==> src/rtl/fifo_pkg.sv <==
// Shared defaults and pointer helpers for the sync_fifo codebase slice.
// Pointer wrap handles depths that are not a power of two.
package fifo_pkg;

  localparam int DATA_WIDTH_DEFAULT = 11;
  localparam int FIFO_DEPTH_DEFAULT = 3;

  function automatic int unsigned ptr_inc(input int unsigned ptr, input int unsigned depth);
    return (ptr == depth - 1) ? 32'd0 : ptr + 32'd1;
  endfunction

endpackage

==> src/rtl/fifo_mem.sv <==
// Simple dual-port register array: one synchronous write port, one async read port.
module fifo_mem
  import fifo_pkg::*;
#(
  parameter int DATA_WIDTH = DATA_WIDTH_DEFAULT,
  parameter int DEPTH      = FIFO_DEPTH_DEFAULT,
  parameter int ADDR_WIDTH = $clog2(DEPTH)
) (
  input  logic                  clk,
  input  logic                  wr_en,
  input  logic [ADDR_WIDTH-1:0] wr_addr,
  input  logic [DATA_WIDTH-1:0] wr_data,
  input  logic [ADDR_WIDTH-1:0] rd_addr,
  output logic [DATA_WIDTH-1:0] rd_data
);

  logic [DATA_WIDTH-1:0] mem [DEPTH];

  // NOTE: storage has no reset; entries are only read after being written,
  // and leaving it out lets the array map onto plain flops or distributed RAM.
  always_ff @(posedge clk) begin
    if (wr_en) mem[wr_addr] <= wr_data;
  end

  assign rd_data = mem[rd_addr];

endmodule

==> src/rtl/sync_fifo.sv <==
// First-word-fall-through single-clock FIFO with registered dout and flags.
// Define FIFO_COUNT_EN to expose the registered occupancy on the count port.
module sync_fifo
  import fifo_pkg::*;
#(
  parameter int DATA_WIDTH    = DATA_WIDTH_DEFAULT,
  parameter int FIFO_DEPTH    = FIFO_DEPTH_DEFAULT,
  parameter int COUNTER_WIDTH = 1
) (
  input  logic                  clk,
  input  logic                  rst_n,   // synchronous, active-high despite the name
  input  logic [DATA_WIDTH-1:0] din,
  input  logic                  enq,
  input  logic                  valid,
  output logic                  full_n,
  output logic [DATA_WIDTH-1:0] dout,
  input  logic                  deq,
  output logic                  empty_n,
  input  logic                  clr
`ifdef FIFO_COUNT_EN
  ,
  output logic [$clog2(FIFO_DEPTH+1)-1:0] count
`endif
);

  localparam int PW = $clog2(FIFO_DEPTH);
  localparam int CW = $clog2(FIFO_DEPTH + 1);

  // COUNTER_WIDTH is a legacy parameter only; all sizing derives from FIFO_DEPTH.
  if (COUNTER_WIDTH < 0) begin : g_legacy_counter_width
  end

  logic [PW-1:0]         wptr, rptr, wptr_nxt, rptr_nxt;
  logic [CW-1:0]         count_q, count_nxt;
  logic                  wr_fire, rd_fire, mem_wr_en;
  logic [DATA_WIDTH-1:0] mem_rd_data, head_nxt;

  // NOTE: every signal gets a default before any branch so no latch is inferred.
  always_comb begin
    wr_fire   = enq & valid & full_n;
    rd_fire   = deq & empty_n;
    wptr_nxt  = wptr;
    rptr_nxt  = rptr;
    count_nxt = count_q;
    if (wr_fire) wptr_nxt = PW'(ptr_inc(32'(wptr), FIFO_DEPTH));
    if (rd_fire) rptr_nxt = PW'(ptr_inc(32'(rptr), FIFO_DEPTH));
    case ({wr_fire, rd_fire})
      2'b10:   count_nxt = count_q + CW'(1);
      2'b01:   count_nxt = count_q - CW'(1);
      default: count_nxt = count_q;
    endcase
    // The new head may be the word being written this edge, not yet in the array.
    head_nxt  = (wr_fire && (rptr_nxt == wptr)) ? din : mem_rd_data;
    mem_wr_en = wr_fire & ~clr & ~rst_n;
  end

  fifo_mem #(
    .DATA_WIDTH (DATA_WIDTH),
    .DEPTH      (FIFO_DEPTH),
    .ADDR_WIDTH (PW)
  ) u_mem (
    .clk     (clk),
    .wr_en   (mem_wr_en),
    .wr_addr (wptr),
    .wr_data (din),
    .rd_addr (rptr_nxt),
    .rd_data (mem_rd_data)
  );

  // NOTE: state registers use non-blocking assignments so every flop samples
  // pre-edge values regardless of statement order.
  always_ff @(posedge clk) begin
    if (rst_n) begin
      wptr    <= '0;
      rptr    <= '0;
      count_q <= '0;
      dout    <= '0;
      empty_n <= 1'b0;
      full_n  <= 1'b1;
    end else if (clr) begin
      wptr    <= '0;
      rptr    <= '0;
      count_q <= '0;
      empty_n <= 1'b0;
      full_n  <= 1'b1;
    end else begin
      wptr    <= wptr_nxt;
      rptr    <= rptr_nxt;
      count_q <= count_nxt;
      empty_n <= (count_nxt != '0);
      full_n  <= (count_nxt != CW'(FIFO_DEPTH));
      if (count_nxt != '0) dout <= head_nxt;
    end
  end

`ifdef FIFO_COUNT_EN
  assign count = count_q;
`endif

endmodule

==> config.mk <==
export PLATFORM = sky130hd
export DESIGN_NAME = sync_fifo
export DESIGN_NICKNAME = d
export VERILOG_FILES = /design/src/rtl/fifo_pkg.sv /design/src/rtl/fifo_mem.sv /design/src/rtl/sync_fifo.sv
export SDC_FILE = /design/constraint.sdc
export NUM_CORES = 1
export LEC_CHECK = 0
export ABC_AREA = 1
export BUFFER_PORTS_ARGS = -buffer_cell sky130_fd_sc_hd__buf_4
export CORE_MARGIN = 1
export CORE_UTILIZATION = 50
export CTS_CLUSTER_SIZE = 40
export DETAILED_ROUTE_END_ITERATION = 12
export PLACE_DENSITY_LB_ADDON = 0.05
export SETUP_SLACK_MARGIN = 0.15
export SYNTH_ARGS = -nofsm -noshare
export SYNTH_HDL_FRONTEND = slang
export SYNTH_SLANG_ARGS = --single-unit
==> constraint.sdc <==
create_clock -name clk -period 1.8 [get_ports clk]
set_clock_uncertainty 0.05 [all_clocks]
set_input_delay 0.27 -clock clk [delete_from_list [all_inputs] [get_ports clk]]
set_output_delay 0.27 -clock clk [all_outputs]
set_load 0.005 [all_outputs]
======== Word-level counts from Yosys, hierarchy flattened ========
Memory sizes are Yosys's and may differ from the RTL's. A register that Yosys moved wholly into a read port is not among the register bits.
Index checks and enable logic that the tools add are counted.
cells by class
  muxes and demuxes ....................... 6
  add/subtract/negate cells ............... 4
  bitwise logic cells ..................... 7
  eq/ne operators ......................... 5
  reductions and logical operators ........ 3
operators with widths
  operator                                           number
  adder 2 x 1 -> 2 bit (second input constant)       3
  == test 2 bit (second input constant)              3
  two-way mux 2 bit                                  3
  bitwise AND 1 bit                                  5
  case mux 2 bit (2 select lines)                    1
  == test 2 x 1 -> 1 bit (second input constant)     1
  two-way mux 1 bit                                  2
  inequality test 2 bit (second input constant)      1
  inverter 1 bit                                     2
  AND reduction 2 bit                                1
  nonzero test 2 bit                                 1
  OR reduction 2 bit                                 1
  subtractor 2 x 1 -> 2 bit (second input constant)  1
storage, ports and cells
  output and inout bits ................... 13
  memories kept ........................... 1
  register bits ........................... 8
  bits of input ports ..................... 17
  RAM bits ................................ 33
memory list
  memory     words  bits a word  rd ports  clocked after memory_dff  write ports  RTL line        text
  u_mem.mem  3      11           1         1                         1            fifo_mem.sv:17  logic [DATA_WIDTH-1:0] mem [DEPTH];

======== Depth between registers and ports, before layout ========
Gate-level depths: netlist (run 1).
  depth in word-level cells ............... 6
  mapped depth ............................ 13
  depth with buffers taken out ............ 12

======== Hierarchy ========
A second synthesis (run 1) with hierarchy kept.
second synthesis, totals
  cells, all modules ...................... 279
  area, all modules ....................... 2517.4 um^2
modules (own cells, without submodules)
  module     instances  cells an instance  area each (um^2)  sequential area each (um^2)
  fifo_mem   1          121                1353.8            991.0
  sync_fifo  1          158                1163.6            380.4

======== Least setup slack after synthesis (run 1) ========
Ideal clock, no wire load.
  path kind ............................... reg2reg
  from .................................... register full_n
  to ...................................... memory u_mem.mem[0][0] (netlist bit), enable pin
  setup time .............................. 0.378 ns
  buffers on the path ..................... 1
  path slack .............................. -0.057 ns
  data arrival time ....................... 1.428 ns
  cell stages (with the launch flop) ...... 6
  path through ............................ dfxtp_1 nand3_1 nor2_2 buf_2 nand2_1 nor2_1
between the ends
  cells in the longest elaborated chain, start to end .. 5
RTL lines
  element                                  RTL line         text
  start, declared                          sync_fifo.sv:15  output logic full_n,
  start signal, assigned                   sync_fifo.sv:91  full_n <= (count_nxt != CW'(FIFO_DEPTH));
  bitwise AND 1 bit                        sync_fifo.sv:40  wr_fire = enq & valid & full_n;
  bitwise AND 1 bit (2 in series)          sync_fifo.sv:54  mem_wr_en = wr_fire & ~clr & ~rst_n;
  two-way mux 1 bit                        fifo_mem.sv:22   if (wr_en) mem[wr_addr] <= wr_data;
  two-way mux 1 bit (not written as such)  fifo_mem.sv:22
  end, declared                            fifo_mem.sv:17
Every way passes these cells.

======== Worst setup path after layout (run 1) ========
  from .................................... register full_n
  to ...................................... register dout[0] (read register of u_mem.mem)
between the ends
  cells in the longest elaborated chain, start to end .. 5
  elaborated cells between the ends (all ways) .. 6
  classes of those cells .................. eq/ne (2); mux (1); bitwise (1); reduce/logical (2)
RTL lines
  element                                                  RTL line         text
  bitwise AND 1 bit (*)                                    sync_fifo.sv:40
  == test 2 x 1 -> 1 bit or == test 2 bit (tied branches)  sync_fifo.sv:47  case ({wr_fire, rd_fire})
  case mux 2 bit (2 select lines) (*)                      sync_fifo.sv:47
  nonzero test 2 bit (*)                                   sync_fifo.sv:92  if (count_nxt != '0) dout <= head_nxt;
  AND reduction 2 bit (no source line) (*)                 --
  end, declared                                            sync_fifo.sv:16  output logic [DATA_WIDTH-1:0] dout,
Mark *: on every way between the ends. The rest lies on a longest branch, timed or not.
A chain may end at the register's enable or synchronous reset.

==> metrics.sh, run 1 <==
MIN_TO='u_mem.mem[2][0]'
WORST_PATH_MOST_REPEATED_CELL='nand3_2'
SYNTH-SEQ-AREA-SHARE_PCT=57.7
HOLD_BUFFERS=0
SYN_TO_FINAL_GROWTH_PCT=25.0
CPLARGESTDELAYFAMILY='simple AND/OR/NAND/NOR gates'
SYN-INSTANCE-COUNT=279
SYNTH_AREA_PER_CELL_UM2=8.53
WORST_R2R_PATH_DEPTH=10
PATH_MAX_FANOUT=5
MAX_SLEW_VIOLATION_COUNT=0
CRITPATHKIND='flip-flop to flip-flop'
FMAX_GHz=0.610
GLOBAL_ROUTE.USAGE.TOTAL_PCT=21.5
WL_PER_CELL_UM=13.1
YOSYSWARNINGS=0
NETLIST-CELL-TYPE-COUNT=21
DIE_H_UM=71.0
DR.PASS1.ITERS=7
POWER_PER_CELL_AREA_mW_PER_MM2=785
CTS_MADE_BUFFERS=5
PLACED_AREA_MM2=0.00276
FP.COREAREA_MM2=0.00447
CRITICAL_PATH.SLOWEST_CELL='dfxtp_2'
STATUS='finished, final reports clean'
FINAL_DESIGN_AREA_NO_FILL_MM2=0.00297
CLOCK_INSERTION_DELAY_WORST_SKEW_NS=0.31
GLOBALPLACE.CONGESTION=0.871
CP-END-KIND='flip-flop'
PORTBUFFERS=29
HOLD-WORST-SLACK_NS=0.109
ESTIMATED_WIRELENGTH_OF_THE_DETAIL_PLACED_DESIGN_MM=3.52
CRIT_BUF_INV=2
SLOWEST_DELAY_NS=0.36
CRITICAL_PATH.REG2REG.ENDPOINT='dout[0]'
CTS_TREE='yes'
ARRIVAL_NS=1.86
VIA_PER_INST=5.00
PLACEMENT_ROWS=24
FINALHOLDVIOLATIONS=0
MAX_SLEW.WORST_PIN.SLEW_NS=0.230
CELLS_TRAVERSED_ALONG_THE_WORST_TIMING_PATH='nand3_4, ha_4, or2_1, nand4_1, nand3_2, nand2_4, clkinvlp_4, nand3_2, nand2_1, inv_1'
HOLD_PATH_CLASS='input pin to flip-flop'
POST-ROUTE-DRC-COUNT=0
MIN_PERIOD_OVER_PERIOD_PCT=91.0
ROUTE.VIAS.TOTAL=1885
RSZ_0062_RAISED_AFTER_GLOBAL_ROUTING='true'
CLKSINKCOUNT=52
IR_WORST_VDD_mV=0.425
ANTENNADIODECOUNT=0
H-TREE-DEPTH=2
DESIGN.DIE.AREA_MM2=0.00504
FIRST_GLOBAL_VIAS=1740
CP_DATA_REQUIRED_TIME_NS=2.02
SLEW_HEADROOM_PCT=84.6
FILLER_CELL_COUNT=364
PRECTSSETUPSLACK_NS=-0.0523
WORST_REG_TO_REG_SETUP_SLACK_NS=0.16
GRT_OVERFLOW_TOTAL=0
GRT_MAX_DEGREE=19
POST_SYNTH_INSTANCE_AREA_MM2=0.00238
TOP_LEVEL_I_O_COUNT=30
FINAL_NETS=342
POWER.TOTAL_mW=2.33
TOTALNEGATIVESETUPSLACK_NS=0
FLOORPLAN.INITIALDENSITY_PCT=53.2
GLOBAL_ROUTE_WIRE_LENGTH_BEFORE_REPAIR_MM=8.20
SETUP.WORST_PATH.START_CLASS='flip-flop'
SYNTH_FP_NETS=297
ANTENNA_FOUND_INITIAL=0
DRTITER0DRC=155
STARTPOINT_OF_THE_LOWEST_SLACK_REGISTER_TO_REGISTER_PATH='full_n'
DRIVE_ABOVE_1_SHARE_PCT=26.8
HOLD_START='din[0]'
LAYOUT_SETUP_WS_NS=0.162
MAXCAPVIOLCOUNT=0
CLOCK_PERIOD_MINUS_WORST_SLACK_NS=1.64
WORST_HOLD_PATH.NUM_CELLS=1
CLOCK_TREE.BUFFER_DEPTH=2
CLK_PIN_SLEW_NS=0.10
YS_FF_LATCH=52
LEAKAGE_POWER_FIGURE_nW=1.44
FINAL-SETUP-VIOL-COUNT=0
DIE_X_UM=71.0
DRT.ANTENNA.VIOLATING_NETS=0
ROUTED_WL_MM=4.94
CLOCKROOTBUFFER='clkbuf_8'
worst max path at each step:
| stage | start | endpoint | cells past startpoint |
|---|---|---|---|
| after floorplan | clr | u_mem.mem[0][0] | 6 |
| after global routing | full_n | dout[3] | 11 |
| after detailed placement | deq | dout[2] | 13 |
| after CTS | full_n | dout[9] | 10 |
| final | full_n | dout[0] | 10 |
| after global placement | deq | dout[2] | 13 |
cells in the final DEF (no fill, tap or decap), types with 3 or more instances in the layout:
cell	instances
nand2_2	6
clkbuf_8	5
inv_1	44
nand3_2	6
nor2_2	4
buf_4	44
dfxtp_1	17
edfxtp_1	33
nor2_1	3
nand3_1	32
nand2_1	93
nand4_1	12
cell type report:
class	count	area, um2	area share, %
clock buffer	5	68.8	2.31
clock inverter	3	26.3	0.884
inverter	48	186	6.27
multi-input combinational	167	847	28.5
sequential	52	1370	46.2
tap	52	65.1	2.19
timing repair buffer	48	393	13.2
timing repair inverter	2	12.5	0.421
Yosys cell counts:
cell,number,area [um2]
a21oi_1,1,5.00
buf_2,6,30.0
buf_4,4,30.0
buf_6,1,11.3
clkbuf_1,1,3.75
dfxtp_1,19,380
edfxtp_1,33,991
ha_1,1,12.5
inv_1,46,173
inv_2,2,7.51
nand2_1,96,360
nand2_2,5,31.3
nand3_1,39,195
nand3_2,1,10.0
nand4_1,12,75.1
nor2_1,6,22.5
nor2_2,1,6.26
o22ai_1,2,12.5
or2_1,1,6.26
or2_2,1,6.26
xor2_1,1,8.76
routing by layer:
layer  track usage [%]  routed length (um)  up-vias
li1                  -                   -      974
met1              30.1                2360      849
met5                 0                   0        -
met2              32.4                2200       53
met3              4.56                 288        9
met4              9.33                  92        0
state kept, by name (all words and copies together), names as in the netlist:
register	count
empty_n	1
full_n	1
dout	11
rptr	2
count_q	2
u_mem.mem	33
wptr	2
logic make-up (layout without fill, tap and decap cells):
group / count (synthesis) / after routing / synth area share [%]
adder cells (fa/ha/maj): 1 / 1 / 0.526
buffers and inverters: 60 / 106 / 10.7
AO/OA/AOI/OAI: 3 / 3 / 0.736
flip-flops: 52 / 52 / 57.7
XOR/XNOR: 1 / 1 / 0.368
AND/OR/NAND/NOR: 162 / 162 / 30.0
power by group:
part | switching, mW | internal (mW) | leakage, nW
Combinational | 0.173 | 0.146 | 0.940
Sequential | 0.0189 | 1.30 | 0.453
Clock | 0.409 | 0.284 | 0.0487
worst register-to-register path, cell delays in order, from the launching register on:
cell        delay (ns)
dfxtp_2           0.36
nand3_4           0.10
ha_4              0.17
or2_1             0.22
nand4_1           0.12
nand3_2           0.12
nand2_4           0.11
clkinvlp_4        0.16
nand3_2           0.10
nand2_1           0.05
inv_1             0.04
through the flow:
step | util, % | std cells
detailed placement | 61.7 | 366
global placement | 61.7 | 366
CTS | 64.8 | 375
global route | 66.4 | 377
finish | 66.4 | 377
floorplan | - | 279
what timing repair did:
item / CTS / global route
setup endpoints to repair: 11 / 13
resized for setup: 8 / 14
gates cloned: 1 / 1
endpoints found under the hold margin: 0 / 0
pin swaps: 1 / 6
setup buffers: 0 / 1
(Power assumes the default switching activity.)
==> inputs of run 2 (changes only) <==
==> constraint.sdc (replaced) <==
create_clock -name clk -period 1.5 [get_ports clk]
set_clock_uncertainty 0.05 [all_clocks]
set_input_delay 0.225 -clock clk [delete_from_list [all_inputs] [get_ports clk]]
set_output_delay 0.225 -clock clk [all_outputs]
set_load 0.005 [all_outputs]
==> run 2 against run 1 <==
Against the previous run: the run now ends with negative setup slack left; non-clock buffer count increased by 13; sequential share of layout area decreased by 2.5 points; setup slack got worse by 0.27 ns; first-iteration DRC count decreased by 35%; design area increased by 5.8%; critical path type unchanged; wire length increased by 5.7%; clock-buffer cell count unchanged; cell count increased by 3.2%; power increased by 28%; clock power increased by 42%.
==> metrics.sh, run 2 (synthesis gave the netlist of run 1 again) <==
STARTPOINT_OF_THE_LOWEST_SLACK_REGISTER_TO_REGISTER_PATH='empty_n'
COMBINATIONALPOWERSHARE_PCT=13.8  # about the same
FINAL_CELL_COUNT_NO_FILL=389  # +3.2%
WORST_HOLD_PATH.NUM_CELLS=1  # unchanged
POST-ROUTE-DRC-COUNT=0  # unchanged
GRT_OVERFLOW_TOTAL=0  # unchanged
LAYOUT_SETUP_WS_NS=-0.110  # -0.272 ns
CTS_MADE_BUFFERS=5  # unchanged
WL_PER_CELL_UM=13.4  # +2.4%
PLACEMENT_ROWS=24  # unchanged
PORTBUFFERS=29  # unchanged
MAX_SLEW_VIOLATION_COUNT=0  # unchanged
HOLD_PATH_CLASS='input pin to flip-flop'
SYN_TO_FINAL_GROWTH_PCT=32.2
MET3_USAGE_GRT_PCT=4.13  # -0.43 points
DR.PASS1.ITERS=4  # -3
REG.LARGEST.LIST='u_mem.mem: 33 flops, dout: 11 flops'
CRITICAL_PATH.SLOWEST_CELL='dfxtp_2'
DIE_X_UM=71.0  # unchanged
FINAL_NETS=354  # +3.5%
FIRST_GLOBAL_VIAS=1792  # +3.0%
CTS_TREE='yes'
STATUS='finished with violations'
CLOCK_TREE.BUFFER_DEPTH=2  # unchanged
MOST-COMMON-LAYOUT-CELLS='nand2_1, buf_4, inv_1, nand3_1, edfxtp_1'
FLOORPLAN.INITIALDENSITY_PCT=53.2  # unchanged
CRIT_BUF_INV=3  # +1
PATH_MAX_FANOUT=11  # +6
P_SEQ_SHARE_PCT=53.1  # -3.5 points
IR_WORST_VDD_mV=0.614  # +45%
DRTITER0DRC=100  # -35%
SLEW_HEADROOM_PCT=85.8  # +1.1 points
INTERNAL_POWER_mW=2.26  # +31%
SWITCHING_POWER_mW=0.724  # +20%
TOTALNEGATIVESETUPSLACK_NS=-3.38  # -3.38 ns
CPLARGESTDELAYFAMILY='simple AND/OR/NAND/NOR gates'
MIN_TO='u_mem.mem[0][0]'
SLOWEST_DELAY_NS=0.34  # -0.02 ns
MIN_PERIOD_OVER_PERIOD_PCT=107  # +16 points
RSZ_0062_RAISED_AFTER_GLOBAL_ROUTING='true'
MAX_SLEW.WORST_PIN.SLEW_NS=0.213  # -0.0170 ns
GR-MAX-USAGE-LAYER='met2'
WORST_R2R_PATH_DEPTH=11  # +1
WORST_REG_TO_REG_SETUP_SLACK_NS=-0.11  # -0.27 ns
CRITICAL_PATH.REG2REG.ENDPOINT='dout[5]'
CLK_PIN_SLEW_NS=0.10  # about the same
GRT_MAX_DEGREE=18  # -1
FINAL_DESIGN_AREA_NO_FILL_MM2=0.00315  # +5.8%
MAXCAPVIOLCOUNT=0  # unchanged
LAYOUT.CELLS.MOST_COMMON='nand2_1'
GLOBAL_ROUTE.USAGE.TOTAL_PCT=22.4  # +0.90 points
PLACED_CELLS_INCL_TAPS=376  # +2.7%
FMAX_GHz=0.621  # +1.8%
FAILED_CHECKS='negative setup slack'
GR-USAGE-MET1_PCT=31.4  # +1.2 points
VIA_PER_INST=4.87  # -2.7%
CLKSINKCOUNT=52  # unchanged
CLOCK_INSERTION_DELAY_WORST_SKEW_NS=0.31  # about the same
ARRIVAL_NS=1.78  # -0.08 ns
ROUTED_WL_MM=5.22  # +5.7%
FINAL-SETUP-VIOL-COUNT=46  # +46
FINALHOLDVIOLATIONS=0  # unchanged
H-TREE-DEPTH=2  # unchanged
ANTENNA_FOUND_INITIAL=0  # unchanged
DRT.ANTENNA.VIOLATING_NETS=0  # unchanged
ANTENNADIODECOUNT=0  # unchanged
CP-END-KIND='flip-flop'
POWER.TOTAL_mW=2.99  # +28%
CELLS_TRAVERSED_ALONG_THE_WORST_TIMING_PATH='nand2_2, inv_2, ha_4, or2_1, nand4_1, nand3_4, nand2_2, buf_12, nand2_1, nand2_1, inv_1'
DRIVE_ABOVE_1_SHARE_PCT=29.4  # +2.6 points
LEAKAGE_POWER_FIGURE_nW=1.53  # +6.2%
FP.COREAREA_MM2=0.00447  # unchanged
HOLD_BUFFERS=0  # unchanged
SETUP.WORST_PATH.START_CLASS='flip-flop'
CLOCK_PERIOD_MINUS_WORST_SLACK_NS=1.61  # -0.0285 ns
HOLD_START='din[0]'
CP_DATA_REQUIRED_TIME_NS=1.67  # -0.35 ns
TOP_LEVEL_I_O_COUNT=30  # unchanged
POWER_PER_CELL_AREA_mW_PER_MM2=950  # +21%
CRITPATHKIND='flip-flop to flip-flop'
DIE_H_UM=71.0  # unchanged
LARGEST_REGISTER_FFS=33  # unchanged
MET2_USAGE_IN_GLOBAL_ROUTING_PCT=35.1  # +2.8 points
POWER_FRAC_CLOCK_PCT=33.0  # +3.3 points
GLOBAL_ROUTE_WIRE_LENGTH_BEFORE_REPAIR_MM=8.55  # +4.3%
DESIGN.DIE.AREA_MM2=0.00504  # unchanged
GLOBALPLACE.CONGESTION=0.781  # -10%
ROUTE.VIAS.TOTAL=1893  # +0.42%
CLOCKROOTBUFFER='clkbuf_8'
LARGEST_REGISTER='u_mem.mem'
PLACED_AREA_MM2=0.00290  # +5.0%
ESTIMATED_WIRELENGTH_OF_THE_DETAIL_PLACED_DESIGN_MM=3.77  # +7.0%
FILLER_CELL_COUNT=374  # +2.7%
SWITCHING_SHARE_PCT=24.2  # -1.5 points
## run 2: cell count changes in the layout (fill, tap and decap cells not counted), sizes merged
cell      previous run  this run
clkinvlp             3         2
clkinv               2         0
bufinv               0         1
inv                 48        49
buf                 48        61
## run 2: layout make-up
| cell class | instances | area (um2) | area share, % |
|---|---|---|---|
| timing repair inverter | 1 | 7.51 | 0.239 |
| inverter | 48 | 188 | 5.97 |
| multi-input combinational | 167 | 867 | 27.6 |
| clock buffer | 5 | 68.8 | 2.19 |
| clock inverter | 3 | 46.3 | 1.47 |
| sequential | 52 | 1370 | 43.7 |
| tap | 52 | 65.1 | 2.07 |
| timing repair buffer | 61 | 529 | 16.8 |
## run 2: worst max-delay path by stage
stage	cells past startpoint	startpoint	slack [ns]	end
floorplan	13	empty_n	-0.06	dout[8]
finish	11	empty_n	-0.11	dout[5]
CTS	12	empty_n	-0.1	dout[7]
global route	11	empty_n	-0.22	dout[0]
detailed placement	13	deq	-0.14	dout[6]
global placement	13	deq	-0.12	dout[6]
## run 2: layer usage
layer  vias to the layer above  share of wire (%)  wire length, um
li1                        997                  -                -
met1                       856                 48             2500
met2                        36                 47             2470
met3                         4                4.2              217
met4                         0               0.73               38
met5                         -                  0                0
## run 2: worst reg2reg max path, stage by stage, from the launching register on
cell	delay, ns
dfxtp_2	0.34
nand2_2	0.08
inv_2	0.05
ha_4	0.15
or2_1	0.22
nand4_1	0.15
nand3_4	0.11
nand2_2	0.10
buf_12	0.13
nand2_1	0.06
nand2_1	0.06
inv_1	0.03
## run 2: timing repair
item | 4_1_cts | 5_1_grt
gates resized for setup | 14 | 8
buffers inserted | 2 | 2
gates cloned | 1 | 0
endpoints found under the setup margin | 46 | 46
pin swaps | 5 | 1
## run 2: metrics by stage
stage	util (%)	hold WS, ns	setup WS, ns
after global routing	70.3	0.0554	-0.225
after global placement	64.7	0.388	-0.118
after CTS	69.2	0.0551	-0.0957
final	70.3	0.0692	-0.110
after detailed placement	64.7	0.386	-0.142
after floorplan	-	0.274	-0.0630
## run 2: power groups by stage
stage	Combinational, mW	Clock [mW]	Sequential [mW]
floorplan	0.200	0	1.62
global placement	0.372	0	1.62
detailed placement	0.377	0	1.62
CTS	0.400	1.01	1.59
global route	0.457	1.05	1.59
finish	0.414	0.987	1.59
